File: config.mk
export PLATFORM = sky130hd
export DESIGN_NAME = servo_pwm_gen
export DESIGN_NICKNAME = d
export VERILOG_FILES = /design/src/rtl/servo_pwm_gen.sv
export SDC_FILE = /design/constraint.sdc
export NUM_CORES = 1
export LEC_CHECK = 0
export CAP_MARGIN = 20
export CORE_UTILIZATION = 40
export DETAILED_ROUTE_END_ITERATION = 8
export GPL_ROUTABILITY_DRIVEN = 1
export SYNTH_ARGS = -nofsm -noshare
export SYNTH_HDL_FRONTEND = slang
export SYNTH_SLANG_ARGS = --single-unit
File: constraint.sdc
create_clock -name clk -period 5 [get_ports clk]
set_input_delay 0.5 -clock clk [delete_from_list [all_inputs] [get_ports clk]]
set_output_delay 0.5 -clock clk [all_outputs]
set_load 0.05 [all_outputs]
File: src/rtl/servo_pwm_gen.sv
// -----------------------------------------------------------------------------
// servo_pwm_gen
//   Fixed-period servo pulse generator. Each period begins at a "period start
//   edge" (PSE). At that edge the pulse width is latched from the position
//   code, so the width only changes on period boundaries and the output never
//   glitches. A settle counter raises `ready` once the same width has been
//   held for SETTLE_PERIODS complete periods.
//
// Ports
//   clk          in   rising-edge clock
//   reset        in   synchronous, active-high
//   ENABLE       in   run request; checked in IDLE and at the terminal count
//   grados[1:0]  in   position code: 0 = 0 deg, 1 = +90, 2 = -90, 3 = error
//   pwm          out  registered servo pulse
//   period_tick  out  one-cycle strobe in the first cycle of every period
//   ready        out  position settled
// -----------------------------------------------------------------------------
module servo_pwm_gen #(
  parameter int PERIOD_CYCLES  = 2_000_000,
  parameter int PULSE_NEG90    = 100_000,
  parameter int PULSE_0        = 150_000,
  parameter int PULSE_POS90    = 200_000,
  parameter int SETTLE_PERIODS = 25
) (
  input  logic       clk,
  input  logic       reset,
  input  logic       ENABLE,
  input  logic [1:0] grados,
  output logic       pwm,
  output logic       period_tick,
  output logic       ready
);

  localparam int CNT_W = $clog2(PERIOD_CYCLES);
  localparam int SET_W = $clog2(SETTLE_PERIODS + 1);

  localparam logic [CNT_W-1:0] CNT_LAST    = CNT_W'(PERIOD_CYCLES - 1);
  localparam logic [CNT_W-1:0] W_NEG90     = CNT_W'(PULSE_NEG90);
  localparam logic [CNT_W-1:0] W_ZERO      = CNT_W'(PULSE_0);
  localparam logic [CNT_W-1:0] W_POS90     = CNT_W'(PULSE_POS90);
  localparam logic [SET_W-1:0] SETTLE_LOAD = SET_W'(SETTLE_PERIODS);
  localparam logic [SET_W-1:0] SETTLE_ONE  = SET_W'(1);

  localparam logic [0:0] ST_IDLE = 1'b0;
  localparam logic [0:0] ST_RUN  = 1'b1;

  logic [0:0]       state_q, state_d;
  logic [CNT_W-1:0] cnt_q, cnt_d;
  logic [CNT_W-1:0] width_q, width_d;
  logic [SET_W-1:0] settle_q, settle_d;
  logic             pwm_q, pwm_d;
  logic             tick_q, tick_d;
  logic             ready_q, ready_d;

  logic             pse;
  logic             from_idle;
  logic [CNT_W-1:0] new_width;

  // Code 3 (decoder error) falls back to the centre position.
  always_comb begin
    case (grados)
      2'd1:    new_width = W_POS90;
      2'd2:    new_width = W_NEG90;
      default: new_width = W_ZERO;
    endcase
  end

  always_comb begin
    state_d   = state_q;
    cnt_d     = cnt_q;
    width_d   = width_q;
    settle_d  = settle_q;
    ready_d   = ready_q;
    tick_d    = 1'b0;
    pse       = 1'b0;
    from_idle = 1'b0;

    case (state_q)
      ST_IDLE: begin
        cnt_d = '0;
        if (ENABLE) begin
          pse       = 1'b1;
          from_idle = 1'b1;
          state_d   = ST_RUN;
        end
      end
      ST_RUN: begin
        if (cnt_q == CNT_LAST) begin
          // ENABLE only matters here, so a mid-period drop still finishes
          // the current period cleanly.
          if (ENABLE) begin
            pse = 1'b1;
          end else begin
            state_d  = ST_IDLE;
            cnt_d    = '0;
            ready_d  = 1'b0;
            settle_d = '0;
          end
        end else begin
          cnt_d = cnt_q + CNT_W'(1);
        end
      end
      default: begin
        state_d = ST_IDLE;
        cnt_d   = '0;
      end
    endcase

    if (pse) begin
      cnt_d   = '0;
      width_d = new_width;
      tick_d  = 1'b1;
      // Settling restarts on entry or on a real width change; 0 <-> 3
      // produces the same width and therefore keeps counting.
      if (from_idle || (new_width != width_q)) begin
        settle_d = SETTLE_LOAD;
        ready_d  = 1'b0;
      end else if (settle_q > SETTLE_ONE) begin
        settle_d = settle_q - SETTLE_ONE;
      end else if (settle_q == SETTLE_ONE) begin
        settle_d = '0;
        ready_d  = 1'b1;
      end
    end

    // pwm is registered, so it is derived from next-cycle count and width:
    // high while the count of the upcoming cycle is below the latched width.
    pwm_d = (state_d == ST_RUN) && (cnt_d < width_d);
  end

  always_ff @(posedge clk) begin
    if (reset) begin
      state_q  <= ST_IDLE;
      cnt_q    <= '0;
      width_q  <= W_ZERO;
      settle_q <= '0;
      pwm_q    <= 1'b0;
      tick_q   <= 1'b0;
      ready_q  <= 1'b0;
    end else begin
      state_q  <= state_d;
      cnt_q    <= cnt_d;
      width_q  <= width_d;
      settle_q <= settle_d;
      pwm_q    <= pwm_d;
      tick_q   <= tick_d;
      ready_q  <= ready_d;
    end
  end

  assign pwm         = pwm_q;
  assign period_tick = tick_q;
  assign ready       = ready_q;

endmodule

==> results of run 1 <==
## worst paths after layout
| path | endpoint | slack (ns) | cells after the start | start |
|---|---|---|---|---|
| setup reg to reg | pwm | 1.0 | 11 | cnt_q[11] |
| hold / removal | width_q[12] | 0.50 | 1 | width_q[12] |
| hold reg to reg | width_q[12] | 0.50 | 1 | width_q[12] |
| setup / recovery | pwm | 1.0 | 11 | cnt_q[11] |
## cells by family after synthesis
| group | share of synthesized area |
|---|---|
| simple gates | 0.283 |
| compound gates | 0.149 |
| flops | 0.348 |
| mux | 0.0278 |
| xor+xnor | 0.0508 |
| fa+ha+maj | 0.107 |
| buf+inv | 0.0342 |
## report_power, final
part	switching, mW	internal [mW]
Clock	0.141	0.0976
Sequential	0.0134	0.418
Combinational	0.0667	0.0451
Total	0.222	0.561
## per-layer routing
metal,vias to the layer above,track usage,share of wire
li1,1254,-,-
met1,1140,0.263,0.51
met2,52,0.298,0.44
met3,15,0.0368,0.032
met4,0,0.0686,0.021
met5,-,0,0
## final cells by class
class | count | area [sq um]
sequential | 51 | 1020
tap | 96 | 120
multi-input combinational | 270 | 1820
clock buffer | 5 | 68.8
clock inverter | 3 | 20.0
fill | 701 | 3760
inverter | 9 | 33.8
timing repair buffer | 10 | 92.6
## per-stage QoR
| step | cell area, sq um | util | hold slack [ns] | std cells |
|---|---|---|---|---|
| 2_1_floorplan | 2930 | - | 0.444 | 346 |
| 3_3_place_gp | 3090 | 0.445 | 0.467 | 436 |
| 3_5_place_dp | 3090 | 0.445 | 0.468 | 436 |
| 4_1_cts | 3180 | 0.458 | 0.493 | 444 |
| 5_1_grt | 3180 | 0.458 | 0.516 | 444 |
| 6_report | 3180 | 0.458 | 0.495 | 444 |
## layout by cell type, fill, tap and decap left out, types with 4 or more instances in the layout
cell / count
dfxtp_1: 51
nor2_1: 38
ha_1: 25
nand2_1: 24
a21oi_1: 20
nor3_1: 15
nand3_1: 14
and2_1: 13
nor4_1: 10
xor2_1: 10
o21ai_0: 9
nand4_1: 9
inv_1: 9
nor2b_1: 8
a211o_1: 8
mux2i_1: 7
xnor2_1: 7
clkdlybuf4s50_1: 7
a21o_1: 5
clkbuf_8: 5
and4_1: 4
a211oi_1: 4
## flip-flops by register name (all words and copies together) (netlist names)
signal / count
ready: 1
period_tick: 1
pwm: 1
settle_q: 5
state_q: 1
cnt_q: 21
width_q: 21
==> metrics.txt, run 1 <==
Slew headroom 0.384; total core area between 6000 and 7000 sq um; Starting DRT DRC Count approximately 120; ratio of cells with drive above 1 in the final layout 0.0460; GRT overflow 0; dpl ws 0.973 ns; global-route wire length before repair 11,300 microns; critical path class register to register; initial antenna violation count 0; routability cong. between 0.8 and 0.9; P per Cell Area roughly 250 nW/um^2; Slowest cell on crit path nor4_1; WL final roughly 6700 microns; CTS H-tree depth 2; CTS max path bufs 2; total CTS buffers 5; Final Hold Fails 0; Hold WC Path Type register to register; setup_tns 0 ns; ANT nets after route 0; ranking of synthesized cells by area dfxtp_1 (35%), ha_1 (11%), nor2_1 (4.9%), a21oi_1 (3.4%), nand2_1 (3.1%); Post-DP HPWL slightly above 5000 microns; final period utilization 0.800; Buf/Inv on CP 0; Final Setup Violations 0; CTS tree yes; EDFF count, synth 0; Synth Instances between 300 and 400; setup bufs post-CTS 0; Worst-Skew Late Latency between 0.3 and 0.4 ns; drt first pass iters 4; post_cts resized 0; Synth Net Count about 380; Antenna Cells 0; CP Data Arrival Time around 4.2 ns; CP endpoint kind register; Async SR Flop Fraction 0; fmax 250 MHz; synthesized area a little under 3000 sq um; NumNets Final roughly 380; routed vias/inst 5.54; CP required 5.24 ns; die width roughly 88 microns; power consumption between 700 and 800 uW; I/O Buffers 7; Crit Path Max Fanout 22; #FFs+latches synth 51; status finished, final reports clean; worst path cell trace or4b_1 -> nor4_1 -> a31oi_4 -> nor2_1 -> a21oi_1 -> ha_1 -> a211oi_1 -> o21bai_1 -> nor4_1 -> o211ai_1 -> a31oi_1; vias in the first global route about 2.4k; max incr delay on CP ~0.73 ns; max cap viols 0; Die Span Y 87.6 microns; largest area contributor in the netlist dfxtp_1; vias roughly 2.5k; worst vdd ir between 150 and 200 uV; Max Slew Vio Count 0; drt wl/cell 15.1 microns; post-synth cell types 44; Synth top area share 0.348; Static Leak ~1.2 nW; RSZ-0062 raised after global routing false; CTS clock-pin slew for the worst setup and hold paths 0.10 ns; I/O Pins 8; Setup Skew 0.00545 ns; Ys Warns 0; Final WS setup between 0.9 and 1 ns; fin crit period 4.00 ns; Syn-to-layout area delta 8.54%; most numerous cell on the critical path nor4_1; most frequent cell after synthesis dfxtp_1; Post-route DRC 0; starting density of the core 0.422; Seq/Total Area, Yosys 0.348; hold_buf cts 0; row count 30; Synth Flop Type dfxtp_1; delay-heaviest family, CP simple AND/OR/NAND/NOR gates; all-layer global routing usage 0.191; Clock Sinks between 50 and 60; synth cell count leaders dfxtp_1 (51), nor2_1 (38), ha_1 (25); Syn Area/Cell between 8 and 9 sq um; worst slew pin tran 0.921 ns; die area 7670 sq um; largest net degree at the start of global routing 28; CTS Root Cell clkbuf_8; startpoint type of the worst setup path register
Note: power is estimated with default switching activity, not from simulation.
==> inputs of run 2 (changes only) <==
- clock period: 5 -> 3.24 ns (I/O delays scaled with it)
==> metrics.txt, run 2 (same netlist as run 1, synthesis figures left out) <==
status finished, final reports clean (unchanged); die area 7670 sq um (unchanged); Worst-Skew Late Latency 0.31 ns (about the same); routed vias/inst 5.48 (was 5.54); drt first pass iters 4 (unchanged); vias in the first global route 2,509 (was 2,387); dpl ws -0.00179 ns (was 0.973 ns); Util after Layout 0.488 (was 0.458); final hold slack 0.490 ns (was 0.495 ns); global-route wire length before repair 11,800 microns (was 11,300 microns); Clock Sinks 51 (unchanged); NumNets Final 399 (was 377); Die Span Y 87.6 microns (unchanged); die width 87.6 microns (unchanged); Hold WC Path Type register to register (unchanged); total CTS buffers 5 (unchanged); Static Leak 1.32 nW (was 1.19 nW); largest net degree at the start of global routing 21 (was 28); Psw 337 uW (was 222 uW); placed cell areas 3260 sq um (was 3090 sq um); delay-heaviest family, CP simple AND/OR/NAND/NOR gates (unchanged); combinational share of power 0.159 (was 0.143); RSZ-0062 raised after global routing true (was false); Slew headroom 0.545 (was 0.384); I/O Pins 8 (unchanged); vias 2,555 (was 2,461); Slowest cell on crit path or4b_4 (was nor4_1); ratio of cells with drive above 1 in the final layout 0.124 (was 0.0460); CTS tree yes (unchanged); worst slew pin tran 0.680 ns (was 0.921 ns); all-layer global routing usage 0.197 (was 0.191); startpoint type of the worst setup path register (unchanged); commonest non-fill, non-tap cell in the layout dfxtp_1 (unchanged); fin crit period 3.10 ns (was 4.00 ns); CTS H-tree depth 2 (unchanged); Final Hold Fails 0 (unchanged); worst path cell trace or4b_4 -> or4_4 -> buf_4 -> o21ai_0 -> mux2i_1 -> and2_1 -> ha_1 -> and4_1 -> a221oi_2 -> o221ai_1 -> a31oi_1 (was or4b_1 -> nor4_1 -> a31oi_4 -> nor2_1 -> a21oi_1 -> ha_1 -> a211oi_1 -> o21bai_1 -> nor4_1 -> o211ai_1 -> a31oi_1); Crit Path Max Fanout 3 (was 22); routability cong. 0.906 (was 0.850); power consumption 1.24 mW (was 782 uW); row count 30 (unchanged); CTS max path bufs 2 (unchanged); critical path class register to register (unchanged); max incr delay on CP 0.53 ns (was 0.73 ns); clock network fraction of design power 0.307 (was 0.306); GRT overflow 0 (unchanged); HP Start width_q[1] (was width_q[12]); CTS clock-pin slew for the worst setup and hold paths 0.09 ns (was 0.10 ns); Setup Skew 0.0116 ns (was 0.00545 ns); Buf/Inv on CP 1 (was 0); starting density of the core 0.422 (unchanged); Placed Cells 458 (was 436); CP endpoint kind register (unchanged); WL final 6840 microns (was 6690 microns); I/O Buffers 7 (unchanged); switching portion of total power 0.272 (was 0.283); sequential share of power 0.534 (was 0.551); initial antenna violation count 0 (unchanged); Antenna Cells 0 (unchanged); max cap viols 0 (unchanged); CTS Root Cell clkbuf_8 (unchanged); Top Registers cnt_q (21), width_q (21), settle_q (5) (unchanged); cell area after layout 3390 sq um (was 3180 sq um); drt wl/cell 14.7 microns (was 15.1 microns); worst vdd ir 248 uV (was 158 uV); ANT nets after route 0 (unchanged); CP Data Arrival Time 3.33 ns (was 4.24 ns); Syn-to-layout area delta 15.7% (was 8.54%); CP required 3.48 ns (was 5.24 ns); reg2reg start cnt_q[9] (was cnt_q[11]); crit path launch cnt_q[9] (was cnt_q[11]); P per Cell Area 366 nW/um^2 (was 246 nW/um^2); Post-route DRC 0 (unchanged); Post-DP HPWL 5340 microns (was 5140 microns); Max Slew Vio Count 0 (unchanged); most frequent cells in the layout dfxtp_1 (50), nor2_1 (38), ha_1 (25), buf_4 (25), nand2_1 (24) (was dfxtp_1 (51), nor2_1 (38), ha_1 (25)); P_int 904 uW (was 561 uW); final period utilization 0.956 (was 0.800); Starting DRT DRC Count 134 (was 121); Finished Layout Cells 466 (was 444); total core area 6940 sq um (unchanged); Final Setup Violations 0 (unchanged); fmax 323 MHz (was 250 MHz); Final WS setup 0.144 ns (was 0.999 ns); setup_tns 0 ns (unchanged)
==> run 2: changes by cell type in the layout (fill, tap and decap cells not counted), moves of 2 or more <==
| cell | delta |
|---|---|
| buf_4 | +22 |
| clkinvlp_4 | -2 |
| or4_1 | -2 |
| or4_4 | +2 |
==> run 2: power by group through the flow <==
stage	registers [mW]	logic (mW)	clock network, mW
2_1_floorplan	0.678	0.128	0
3_3_place_gp	0.676	0.192	0
3_5_place_dp	0.676	0.193	0
4_1_cts	0.661	0.194	0.397
5_1_grt	0.665	0.221	0.419
6_report	0.662	0.197	0.381
==> run 2: layout make-up <==
class | count | area (sq um)
Fill cell | 670 | 3550
Multi-Input combinational cell | 270 | 1860
Sequential cell | 51 | 1020
Timing Repair Buffer | 32 | 258
Tap cell | 96 | 120
Clock buffer | 7 | 86.3
Inverter | 9 | 33.8
Clock inverter | 1 | 8.76
==> run 2: worst paths after layout <==
| check | slack, ns | to | cells past startpoint |
|---|---|---|---|
| worst min register to register | 0.49 | width_q[1] | 1 |
| worst min-delay path | 0.49 | width_q[1] | 1 |
| worst max register to register | 0.14 | pwm | 11 |
| worst max-delay path | 0.14 | pwm | 11 |
==> run 2: worst register-to-register path: stages, from the launching register on <==
cell	delay, ns
dfxtp_1	0.32
or4b_4	0.53
or4_4	0.46
buf_4	0.16
o21ai_0	0.16
mux2i_1	0.12
and2_1	0.18
ha_1	0.31
and4_1	0.23
a221oi_2	0.25
o221ai_1	0.15
a31oi_1	0.15
==> run 2: what timing repair did <==
item / in CTS / in global routing
endpoints found under the setup margin: 1 / 1
hold buffers: 0 / 0
buffers inserted: 0 / 0
gates cloned: 0 / 0
pin swaps: 0 / 5
resized for setup: 1 / 9
==> run 2: routing by layer <==
metal / track usage / share of wire / routed length (microns) / up-vias
met1: 0.271 / 0.51 / 3460 / 1203
met2: 0.317 / 0.45 / 3080 / 37
li1: - / - / - / 1305
met5: 0 / 0 / 0 / -
met4: 0.0641 / 0.016 / 109 / 0
met3: 0.0292 / 0.028 / 192 / 10
==> inputs of run 3 (changes only) <==
- clock period: 3.24 -> 3.8 ns (I/O delays scaled with it)
==> metrics.txt, run 3 (same netlist as run 1, synthesis figures left out) <==
Top Registers cnt_q (21), width_q (21), settle_q (5) (unchanged); Final Hold Fails 0 (unchanged); commonest non-fill, non-tap cell in the layout dfxtp_1 (unchanged); Sequential Area 1020 sq um (about the same); hold_buf cts 0 (unchanged); WL final 6570 microns (was 6840 microns); Crit Path Max Fanout 12 (was 3); ANT nets after route 0 (unchanged); max incr delay on CP 0.61 ns (was 0.53 ns); CP Data Arrival Time 3.63 ns (was 3.33 ns); routed vias/inst 5.57 (was 5.48); global-route wire length before repair 11,200 microns (was 11,800 microns); CTS clock-pin slew for the worst setup and hold paths 0.09 ns (about the same); Max Slew Vio Count 0 (unchanged); die area 7670 sq um (unchanged); routability cong. 0.853 (was 0.906); Clock Sinks 51 (unchanged); status finished, final reports clean (unchanged); Antenna Cells 0 (unchanged); Final Setup Violations 0 (unchanged); Syn-to-layout area delta 10.3% (was 15.7%); placed cell areas 3140 sq um (was 3260 sq um); max cap viols 0 (unchanged); Die Span Y 87.6 microns (unchanged); most numerous cell on the critical path nor2_1; Starting DRT DRC Count 130 (was 134); post_cts resized 0 (was 1); Slowest cell on crit path or4_1 (was or4b_4); RSZ-0062 raised after global routing false (was true); worst vdd ir 223 uV (was 248 uV); CTS max path bufs 2 (unchanged); worst path cell trace or4b_1 -> or4_1 -> o21ai_4 -> buf_4 -> nor2_1 -> ha_1 -> a211oi_1 -> nor2_1 -> nor4_1 -> o211ai_1 -> a31oi_1 (was or4b_4 -> or4_4 -> buf_4 -> o21ai_0 -> mux2i_1 -> and2_1 -> ha_1 -> and4_1 -> a221oi_2 -> o221ai_1 -> a31oi_1); setup bufs post-CTS 0 (unchanged); total CTS buffers 5 (unchanged); Worst-Skew Late Latency 0.30 ns (was 0.31 ns); CTS tree yes (unchanged); fmax 295 MHz (was 323 MHz); area of the multi-input gates 1820 sq um (was 1860 sq um); startpoint type of the worst setup path register (unchanged); Slew headroom 0.469 (was 0.545); drt wl/cell 14.6 microns (was 14.7 microns); Buf/Inv on CP 1 (unchanged); Setup Skew 0.00468 ns (was 0.0116 ns); P per Cell Area 319 nW/um^2 (was 366 nW/um^2); most frequent cells in the layout dfxtp_1 (51), nor2_1 (38), ha_1 (25) (was dfxtp_1 (50), nor2_1 (38), ha_1 (25), buf_4 (25), nand2_1 (24)); CP required 4.04 ns (was 3.48 ns); CTS Root Cell clkbuf_8 (unchanged); starting density of the core 0.422 (unchanged); setup_tns 0 ns (unchanged); CTS H-tree depth 2 (unchanged); worst slew pin tran 0.789 ns (was 0.680 ns); NumNets Final 384 (was 399); Post-route DRC 0 (unchanged); initial antenna violation count 0 (unchanged); CP endpoint kind register (unchanged); GRT overflow 0 (unchanged); critical path class register to register (unchanged); Static Leak 1.23 nW (was 1.32 nW); largest net degree at the start of global routing 23 (was 21); Fill cells 694 (was 670); total core area 6940 sq um (unchanged); vias 2,513 (was 2,555); Util after Layout 0.466 (was 0.488); I/O Pins 8 (unchanged); ratio of cells with drive above 1 in the final layout 0.0648 (was 0.124); Post-DP HPWL 5020 microns (was 5340 microns); drt first pass iters 5 (was 4); row count 30 (unchanged); I/O Buffers 7 (unchanged); final period utilization 0.893 (was 0.956); cell area after layout 3230 sq um (was 3390 sq um); fin crit period 3.39 ns (was 3.10 ns); delay-heaviest family, CP simple AND/OR/NAND/NOR gates (unchanged); final hold slack 0.481 ns (was 0.490 ns); Hold WC Path Type register to register (unchanged); vias in the first global route 2,363 (was 2,509); Placed Cells 443 (was 458); Finished Layout Cells 451 (was 466); all-layer global routing usage 0.189 (was 0.197); die width 87.6 microns (unchanged)
run 3: cell types whose count changed in the layout (fill, tap and decap cells not counted), moves of 2 or more:
cell,delta
or4_1,+2
or4_4,-2
clkinvlp_4,+2
buf_4,-15
run 3: cell type report:
type	count	share of cell area
flip-flops and latches	51	0.316
clock buffers	5	0.0213
well taps	96	0.0372
repair buffers	17	0.0449
clock inverters	3	0.00619
multi-input cells	270	0.564
inverters	9	0.0104
run 3: final timing paths:
path,from,cells past startpoint,endpoint,slack [ns]
setup reg to reg,cnt_q[11],11,pwm,0.41
hold reg to reg,width_q[13],1,width_q[13],0.48
setup / recovery,cnt_q[11],11,pwm,0.41
hold / removal,width_q[13],1,width_q[13],0.48
run 3: routing by layer:
metal / up-vias / global-route usage / routed length, microns
li1: 1271 / - / -
met1: 1179 / 0.262 / 3350
met2: 47 / 0.293 / 2840
met3: 16 / 0.0349 / 217
met4: 0 / 0.0730 / 159
met5: - / 0 / 0
run 3: where the power goes:
part / switching (mW) / total [mW] / internal (mW)
combinational: 0.0908 / 0.155 / 0.0638
sequential: 0.0176 / 0.568 / 0.550
clock: 0.182 / 0.311 / 0.128
run 3: metrics by stage:
stage               power [mW]  setup WS [ns]
floorplan                0.687          0.595
global route              1.09          0.142
global placement         0.733          0.467
CTS                       1.05          0.395
detailed placement       0.733          0.417
finish                    1.03          0.407
